$ cat config.mk
export PLATFORM = sky130hd
export DESIGN_NAME = mem_access_ctrl
export DESIGN_NICKNAME = d
export VERILOG_FILES = /design/src/rtl/mem_access_ctrl_pkg.sv /design/src/rtl/mem_wait_timer.sv /design/src/rtl/mem_access_ctrl.sv
export SDC_FILE = /design/constraint.sdc
export NUM_CORES = 1
export LEC_CHECK = 0
export ABC_AREA = 1
export BUFFER_PORTS_ARGS = -buffer_cell sky130_fd_sc_hd__buf_2
export CAP_MARGIN = 20
export CORE_MARGIN = 4
export CORE_UTILIZATION = 50
export CTS_CLUSTER_SIZE = 12
export DETAILED_ROUTE_END_ITERATION = 8
export PLACE_DENSITY = 0.87
export SYNTH_ARGS = -nofsm -noshare
export SYNTH_HDL_FRONTEND = slang
export SYNTH_HIERARCHICAL = 1
export SYNTH_SLANG_ARGS = --single-unit
$ cat constraint.sdc
create_clock -name CLK -period 3.6 [get_ports CLK]
set_input_delay 0.18 -clock CLK [delete_from_list [all_inputs] [get_ports CLK]]
set_output_delay 0.18 -clock CLK [all_outputs]
set_load 0.01 [all_outputs]
$ cat src/rtl/mem_access_ctrl_pkg.sv
// Shared types and constants for the MEM-stage memory access controller.
package mem_access_ctrl_pkg;

    localparam int unsigned DATA_W  = 16;
    localparam int unsigned TIMER_W = 4;

    localparam logic [3:0] REG_NONE = 4'b1111;

    typedef enum logic [1:0] {
        StIdle    = 2'd0,
        StAccess  = 2'd1,
        StRecover = 2'd2
    } state_e;

endpackage

$ cat src/rtl/mem_wait_timer.sv
// Down-counter that paces the SRAM strobe phase: load, decrement, zero flag.
module mem_wait_timer
    import mem_access_ctrl_pkg::*;
(
    input  logic               clk_i,
    input  logic               rst_ni,
    input  logic               load_i,
    input  logic               dec_i,
    input  logic [TIMER_W-1:0] load_val_i,
    output logic               zero_o
);

    logic [TIMER_W-1:0] count_q, count_d;

    always_comb begin
        count_d = count_q;
        if (load_i) begin
            count_d = load_val_i;
        end else if (dec_i && (count_q != '0)) begin
            count_d = count_q - 1'b1;
        end
    end

    always_ff @(posedge clk_i or negedge rst_ni) begin
        if (!rst_ni) begin
            count_q <= '0;
        end else begin
            count_q <= count_d;
        end
    end

    assign zero_o = (count_q == '0);

endmodule

$ cat src/rtl/mem_access_ctrl.sv
// MEM stage: turns EX/MEM load/store controls into a paced SRAM access and drives MEM/WB.
module mem_access_ctrl #(
    parameter int unsigned WAIT_CYCLES = 1,
    parameter int unsigned DATA_W      = 16
) (
    input  logic              CLK,
    input  logic              RST,
    input  logic              regwrite_i,
    input  logic              memtoreg_i,
    input  logic              memread_i,
    input  logic              memwrite_i,
    input  logic [DATA_W-1:0] memdata_i,
    input  logic [3:0]        regdst_i,
    input  logic [DATA_W-1:0] alures_i,
    output logic [DATA_W-1:0] ram_addr_o,
    output logic [DATA_W-1:0] ram_wdata_o,
    input  logic [DATA_W-1:0] ram_rdata_i,
    output logic              ram_en_n_o,
    output logic              ram_oe_n_o,
    output logic              ram_we_n_o,
    output logic              stall_o,
    output logic              regwrite_o,
    output logic              memtoreg_o,
    output logic [3:0]        regdst_o,
    output logic [DATA_W-1:0] wbdata_o
);

    import mem_access_ctrl_pkg::*;

    localparam logic [TIMER_W-1:0] WaitLoad = TIMER_W'(WAIT_CYCLES);

    state_e            state_q, state_d;
    logic [DATA_W-1:0] addr_q, addr_d;
    logic [DATA_W-1:0] wdata_q, wdata_d;
    logic [DATA_W-1:0] wbdata_q, wbdata_d;
    logic              is_write_q, is_write_d;
    logic              lat_regwrite_q, lat_regwrite_d;
    logic              lat_memtoreg_q, lat_memtoreg_d;
    logic [3:0]        lat_regdst_q, lat_regdst_d;
    logic              regwrite_q, regwrite_d;
    logic              memtoreg_q, memtoreg_d;
    logic [3:0]        regdst_q, regdst_d;
    logic              en_n_q, en_n_d;
    logic              oe_n_q, oe_n_d;
    logic              we_n_q, we_n_d;

    logic mem_op;
    logic timer_load;
    logic timer_dec;
    logic timer_zero;

    assign mem_op = memread_i | memwrite_i;

    mem_wait_timer u_wait_timer (
        .clk_i      (CLK),
        .rst_ni     (RST),
        .load_i     (timer_load),
        .dec_i      (timer_dec),
        .load_val_i (WaitLoad),
        .zero_o     (timer_zero)
    );

    always_comb begin
        state_d        = state_q;
        addr_d         = addr_q;
        wdata_d        = wdata_q;
        wbdata_d       = wbdata_q;
        is_write_d     = is_write_q;
        lat_regwrite_d = lat_regwrite_q;
        lat_memtoreg_d = lat_memtoreg_q;
        lat_regdst_d   = lat_regdst_q;
        regwrite_d     = regwrite_q;
        memtoreg_d     = memtoreg_q;
        regdst_d       = regdst_q;
        en_n_d         = en_n_q;
        oe_n_d         = oe_n_q;
        we_n_d         = we_n_q;
        timer_load     = 1'b0;
        timer_dec      = 1'b0;

        case (state_q)
            StIdle: begin
                if (mem_op) begin
                    addr_d         = alures_i;
                    wdata_d        = memdata_i;
                    is_write_d     = memwrite_i;
                    lat_regwrite_d = regwrite_i;
                    lat_memtoreg_d = memtoreg_i;
                    lat_regdst_d   = regdst_i;
                    regwrite_d     = 1'b0;
                    memtoreg_d     = 1'b0;
                    regdst_d       = REG_NONE;
                    timer_load     = 1'b1;
                    // A write takes priority when both read and write are requested.
                    en_n_d         = 1'b0;
                    oe_n_d         = memwrite_i;
                    we_n_d         = ~memwrite_i;
                    state_d        = StAccess;
                end else begin
                    regwrite_d = regwrite_i;
                    memtoreg_d = memtoreg_i;
                    regdst_d   = regdst_i;
                    wbdata_d   = alures_i;
                end
            end
            StAccess: begin
                if (timer_zero) begin
                    wbdata_d   = is_write_q ? addr_q : ram_rdata_i;
                    regwrite_d = lat_regwrite_q;
                    memtoreg_d = lat_memtoreg_q;
                    regdst_d   = lat_regdst_q;
                    en_n_d     = 1'b1;
                    oe_n_d     = 1'b1;
                    we_n_d     = 1'b1;
                    state_d    = StRecover;
                end else begin
                    timer_dec = 1'b1;
                end
            end
            StRecover: begin
                // Address and data stay put for SRAM hold time; EX/MEM still shows this op.
                regwrite_d = 1'b0;
                memtoreg_d = 1'b0;
                regdst_d   = REG_NONE;
                state_d    = StIdle;
            end
            default: begin
                state_d = StIdle;
            end
        endcase
    end

    always_ff @(posedge CLK or negedge RST) begin
        if (!RST) begin
            state_q        <= StIdle;
            addr_q         <= '0;
            wdata_q        <= '0;
            wbdata_q       <= '0;
            is_write_q     <= 1'b0;
            lat_regwrite_q <= 1'b0;
            lat_memtoreg_q <= 1'b0;
            lat_regdst_q   <= REG_NONE;
            regwrite_q     <= 1'b0;
            memtoreg_q     <= 1'b0;
            regdst_q       <= REG_NONE;
            en_n_q         <= 1'b1;
            oe_n_q         <= 1'b1;
            we_n_q         <= 1'b1;
        end else begin
            state_q        <= state_d;
            addr_q         <= addr_d;
            wdata_q        <= wdata_d;
            wbdata_q       <= wbdata_d;
            is_write_q     <= is_write_d;
            lat_regwrite_q <= lat_regwrite_d;
            lat_memtoreg_q <= lat_memtoreg_d;
            lat_regdst_q   <= lat_regdst_d;
            regwrite_q     <= regwrite_d;
            memtoreg_q     <= memtoreg_d;
            regdst_q       <= regdst_d;
            en_n_q         <= en_n_d;
            oe_n_q         <= oe_n_d;
            we_n_q         <= we_n_d;
        end
    end

    // Gated by reset so the upstream pipeline is released while reset is held.
    assign stall_o = RST & (((state_q == StIdle) & mem_op) | (state_q == StAccess));

    assign ram_addr_o  = addr_q;
    assign ram_wdata_o = wdata_q;
    assign ram_en_n_o  = en_n_q;
    assign ram_oe_n_o  = oe_n_q;
    assign ram_we_n_o  = we_n_q;
    assign regwrite_o  = regwrite_q;
    assign memtoreg_o  = memtoreg_q;
    assign regdst_o    = regdst_q;
    assign wbdata_o    = wbdata_q;

endmodule

# Word-level counts from Yosys, hierarchy flattened
# Index checks and enable logic that the tools add are counted.
[classes]
muxes = 29
n_addsub = 1
n_bitwise = 5
n_eq_ne = 5
n_reduce_logical = 12
[op_table]
columns = ["operator", "n"]
rows = [
  ["$mux W16", 3],
  ["$pmux W16 S2", 1],
  ["$mux W4", 4],
  ["$mux W1", 12],
  ["$pmux W4 S3", 1],
  ["$ne A2 B2 Y1 const B", 3],
  ["$pmux W1 S2", 3],
  ["$pmux W1 S3", 2],
  ["$reduce_and A2 Y1", 3],
  ["$reduce_and A3 Y1", 2],
  ["$logic_not A4 Y1", 1],
  ["$mux W2", 2],
  ["$pmux W2 S2", 1],
  ["$reduce_bool A2 Y1", 2],
  ["$reduce_bool A4 Y1", 1],
  ["$sub A4 B1 Y4 const B", 1],
  ["$reduce_bool A3 Y1", 1],
  ["$and A1 B1 Y1", 2],
  ["$eq A2 B1 Y1 const B", 1],
  ["$eq A2 B2 Y1 const B", 1],
  ["$logic_not A2 Y1", 1],
  ["$or A1 B1 Y1", 2],
  ["$logic_and A1 B1 Y1", 1],
  ["$not A1 Y1", 1],
]
[totals]
register_bits = 70
out_inout_bits = 58
in_bits = 58

# Depth between registers and ports, before layout
[logic_depth]
word_depth = 6
ltp_mapped = 11
depth_no_buf = 11

# Hierarchy
# Netlist, hierarchy kept.
[by_module_without_submodules]
columns = ["mod", "n_inst", "seq_area_each_um2", "area_each_um2", "cells_per_inst"]
rows = [
  ["mem_access_ctrl", 1, 1665.3, 3253.1, 444],
  ["mem_wait_timer", 1, 100.1, 295.3, 46],
]

# Worst setup path before layout
# OpenSTA, ideal clock, no wires.
[synth_path]
path_type = "reg-to-reg"
start = "register state_q[0]"
end = "register u_wait_timer.count_q[3]"
arrival_ps = 1481
setup_time_ps = 116
setup_slack_ps = 2003
synth_period_minus_slack_ps = 1597
path_buffers = 1
path_stages_with_launch = 11
required_ps = 3484
path_cell_list = "dfrtp_1 -> inv_1 -> ha_1 -> inv_2 -> nor2_4 -> buf_2 -> inv_2 -> nand3b_1 -> nand2_1 -> clkinv_1 -> nand2_1"
[synth_between]
elab_cells_between_ends = 7
classes_between = "eq/ne: 1; mux: 3; reduce/logical: 3"
[synth_rtl]
columns = ["element", "line", "rtl"]
rows = [
  ["start: declaration", "mem_access_ctrl.sv:32", "state_e state_q, state_d;"],
  ["start signal: assignment", "mem_access_ctrl.sv:135", "state_q <= StIdle;"],
  ["start signal: assignment", "mem_access_ctrl.sv:150", "state_q <= state_d;"],
  ["$logic_not A2 Y1 (*)", "mem_access_ctrl.sv:81", "case (state_q)"],
  ["$mux W1 (*)", "mem_access_ctrl.sv:81", ""],
  ["net timer_load", "mem_access_ctrl.sv:48", "logic timer_load;"],
  ["$mux W4 or $reduce_bool A2 Y1 (tied branches)", "-", ""],
  ["end signal: assignment", "mem_wait_timer.sv:28", "count_q <= count_d;"],
  ["end: declaration", "mem_wait_timer.sv:13", "logic [TIMER_W-1:0] count_q, count_d;"],
]
# The timed path passes the listed nets; every way through them passes the cells marked *.
# A chain may end at the register's enable or synchronous reset.

# Worst setup path after layout
[layout_path]
start = "register state_q[1]"
end = "output port stall_o"
[layout_between]
elab_chain_len = 4
elab_cells_between_ends = 5
classes_between = "eq/ne: 1; bitwise: 3; reduce/logical: 1"
[layout_rtl]
columns = ["element", "line", "rtl"]
rows = [
  ["$logic_not A2 Y1", "mem_access_ctrl.sv:168", "assign stall_o = RST & (((state_q == StIdle) & mem_op) | (state_q == StAccess));"],
  ["$and A1 B1 Y1", "mem_access_ctrl.sv:168", ""],
  ["$or A1 B1 Y1 (*)", "mem_access_ctrl.sv:168", ""],
  ["$and A1 B1 Y1 (*)", "mem_access_ctrl.sv:168", ""],
  ["end: declaration", "mem_access_ctrl.sv:21", "output logic stall_o,"],
]
# Every way passes the cells marked *; elsewhere a longest branch is shown, timed or not.

==> results.yml <==
outcome:
  outcome: "complete, no violations"
setup_path:
  endpoint_kind: "output pin"
  path_cells: "inv_1 > ha_1 > buf_4 > inv_2 > a21boi_0 > buf_2"
  cp_top_family: "buffers and inverters"
  worstReg2RegStart: "state_q[1]$_DFFE_PN0P_"
  cp_slowest_cell: "dfrtp_1"
  r2r_end: "ram_addr_o[4]$_DFFE_PN0P_"
  reg2reg_slack_ns: 1.45
  start_kind: "flip-flop"
  cp_max_fo: 23
  cp_data_required_time_ns: 3.42
  worst-path-buf-inv: 4
  ff2ff_path_depth: 7
  cp.arrival_ns: 2.09
  criticalPathCategory: "reg2out"
  cpPeakStageDelay_ns: 0.42
yosys:
  synth_ff_type: "dfrtp_1"
  netlist.area_leader.share_pct: 41.61
  ys_seq_elements: 70
  avgSynthCellArea_um2: 7.242
  synth_most_common_cell: "nand2_1"
  synth_top_cell_by_area: "dfrtp_1"
  synth_cells: 490
  postSynth.asyncResetShare_pct: 100.0
  synth_cell_types: 23
  yosysWarnings: 6
  synthTopCellsByArea: "dfrtp_1 (42%), nand2_1 (29%), dfstp_2 (8.1%), inv_1 (5.3%), nand3_1 (3.7%)"
  synth_common_cells: "nand2_1 (272), dfrtp_1 (59), inv_1 (50)"
  syn-cell-area_mm2: 0.003548
  synth-edff-count: 0
  seq_area_frac_synth_pct: 49.75
grt:
  grtUsageTotal_pct: 21.88
  antenna_found_initial: 0
  grt_max_degree: 71
  grt-ovfl-total: 0
  grt_pass1_wl_um: 15040
  grt_pass1_vias: 3291
pwr:
  powerDensity_mw_per_mm2: 981.3
  total_power_mw: 4.365
  peakVddDrop_mv: 0.4246
  cellLeakagePower_nw: 2.678
clock_tree:
  numCtsBuffers: 9
  cts.clk_slew.worst_paths_ns: 0.07
  clk_latency_ns: 0.34
  ctsLongestPathBuffers: 2
  root_buffer: "clkbuf_8"
  postCtsSetupBuffers: 0
  clkSinkCount: 70
  h-tree-depth: 3
  cts_hold_buf: 0
  cts_tree: "built"
  post_cts_resized: 0
drt:
  drtPass1Iterations: 5
  ant_nets: 0
  drt_iter0_drc: 176
  drc: 0
  via_per_inst: 4.805
  routed_wl_um: 8997
  wl_per_cell_um: 12.71
  vias: 3402
timing:
  post-route-period-util_pct: 62.98
  finalHoldViolCount: 0
  rsz0062_at_grt: "false"
  fin_crit_ns: 2.267
  max_clock_freq_mhz: 441.0
  slew_headroom_pct: 41.65
  drv_slew: 0
  whs_ns: 0.04055
  fin_setup_tns_ns: 0
  clock_skew_ns: 0.009572
  layout_setup_ws_ns: 1.333
  tightestPinTransition_ns: 0.8752
  setup_viol: 0
place:
  numPortBuffers: 115
  dp_hpwl_um: 6462
  dp_slack_ns: 1.480
  globalplace.congestion: 0.8313
  place_area_mm2: 0.004214
cells_and_area:
  nets: 672
  area_delta_synth_final_pct: 25.35
  num_antenna_cells: 0
  final_area_mm2: 0.004448
  seqCellArea_mm2: 0.001765
  multi_input_area_mm2: 0.001505
  fillers: 589
  drive_gt1_share_pct: 26.47
min_path:
  hold_end: "ram_wdata_o[15]$_DFFE_PN0P_"
  hp-class: "in2reg"
  min_from: "memdata_i[15]"
  worst_hold_path.num_cells: 3
flow_run:
  max_cap_viol_count: 0
floorplanning:
  die_area_mm2: 0.008508
  start_util_pct: 51.94
  core_mm2: 0.006832
  die_h_um: 92.24
  io_pins: 116
  std_cell_rows: 30
  die_w_um: 92.24
-- worst max path at each step --
stage | cells after the start | start | to | slack, ns
floorplan | 10 | state_q[0]$_DFFE_PN0P_ | u_wait_timer/count_q[3]$_DFFE_PN0P_ | 2.00
finish | 6 | state_q[1]$_DFFE_PN0P_ | stall_o | 1.33
global route | 6 | state_q[1]$_DFFE_PN0P_ | stall_o | 1.14
CTS | 6 | state_q[1]$_DFFE_PN0P_ | stall_o | 1.29
global placement | 7 | state_q[0]$_DFFE_PN0P_ | ram_addr_o[10]$_DFFE_PN0P_ | 1.60
detailed placement | 7 | state_q[1]$_DFFE_PN0P_ | ram_addr_o[4]$_DFFE_PN0P_ | 1.48
-- layout make-up --
cell class / instances / area share [%]
Clock inverter: 3 / 1.463
Multi-Input combinational cell: 350 / 33.84
Tap cell: 96 / 2.700
Timing Repair Buffer: 120 / 13.78
Clock buffer: 13 / 3.797
Inverter: 56 / 4.726
Sequential cell: 70 / 39.69
-- through the flow --
stage,cells,util [%]
after floorplan,492,-
after global placement,692,61.69
after detailed placement,692,61.69
after CTS,708,65.11
after global routing,708,65.11
final,708,65.11
-- metal layers --
metal  wire length (um)  track usage, %  vias up
met4                122           7.426        0
met3                700           4.758       14
met2               4423           36.92      143
met5                  0               0        -
li1                   -               -     1696
met1               3751           27.86     1549
-- cell usage in the layout (no fill, tap or decap) --
master / synthesis / final
a21boi_0: 1 / 1
and2_1: 1 / 1
buf_2: 12 / 115
buf_4: 1 / 5
bufinv_16: 0 / 2
clkbuf_1: 3 / 1
clkbuf_8: 0 / 12
clkinv_1: 1 / 1
clkinv_2: 0 / 1
conb_1: 2 / 4
dfrtp_1: 59 / 59
dfstp_2: 11 / 11
ha_1: 7 / 7
inv_1: 50 / 50
inv_2: 5 / 5
nand2_1: 272 / 272
nand2_2: 3 / 3
nand2_4: 1 / 1
nand3_1: 26 / 26
nand3_2: 1 / 1
nand3b_1: 2 / 2
nor2_1: 2 / 2
nor2_2: 2 / 2
nor2_4: 3 / 3
o21ai_0: 8 / 8
o21ai_1: 17 / 16
o21ai_2: 0 / 1
-- worst register-to-register path, cell delays in order (launching register included) --
cell     delay [ns]
dfrtp_1        0.42
inv_1          0.14
ha_1           0.25
inv_2          0.08
nor2_4         0.59
buf_4          0.40
nand2_1        0.10
o21ai_1        0.10
-- kinds of logic after synthesis --
group	count (synthesis)	share of synthesized area, %
buf+inv	72	8.145
fa+ha+maj	7	2.468
simple gates	313	35.68
compound gates	26	3.738
flops	70	49.75
other cells	2	0.2116
-- state kept, by name, summed over array words and instances, names as in the netlist --
register	cells
regdst_o	4
lat_regdst_q	4
regwrite_o	1
u_wait_timer/count_q	4
wbdata_o	16
ram_oe_n_o	1
state_q	2
ram_wdata_o	16
lat_memtoreg_q	1
lat_regwrite_q	1
ram_we_n_o	1
is_write_q	1
ram_en_n_o	1
memtoreg_o	1
ram_addr_o	16
-- power breakdown --
group / switching [mW] / internal, mW
registers: 0.212 / 1.23
logic: 1.43 / 0.760
clock network: 0.283 / 0.447
No activity file was read; power rests on OpenSTA's default activity.
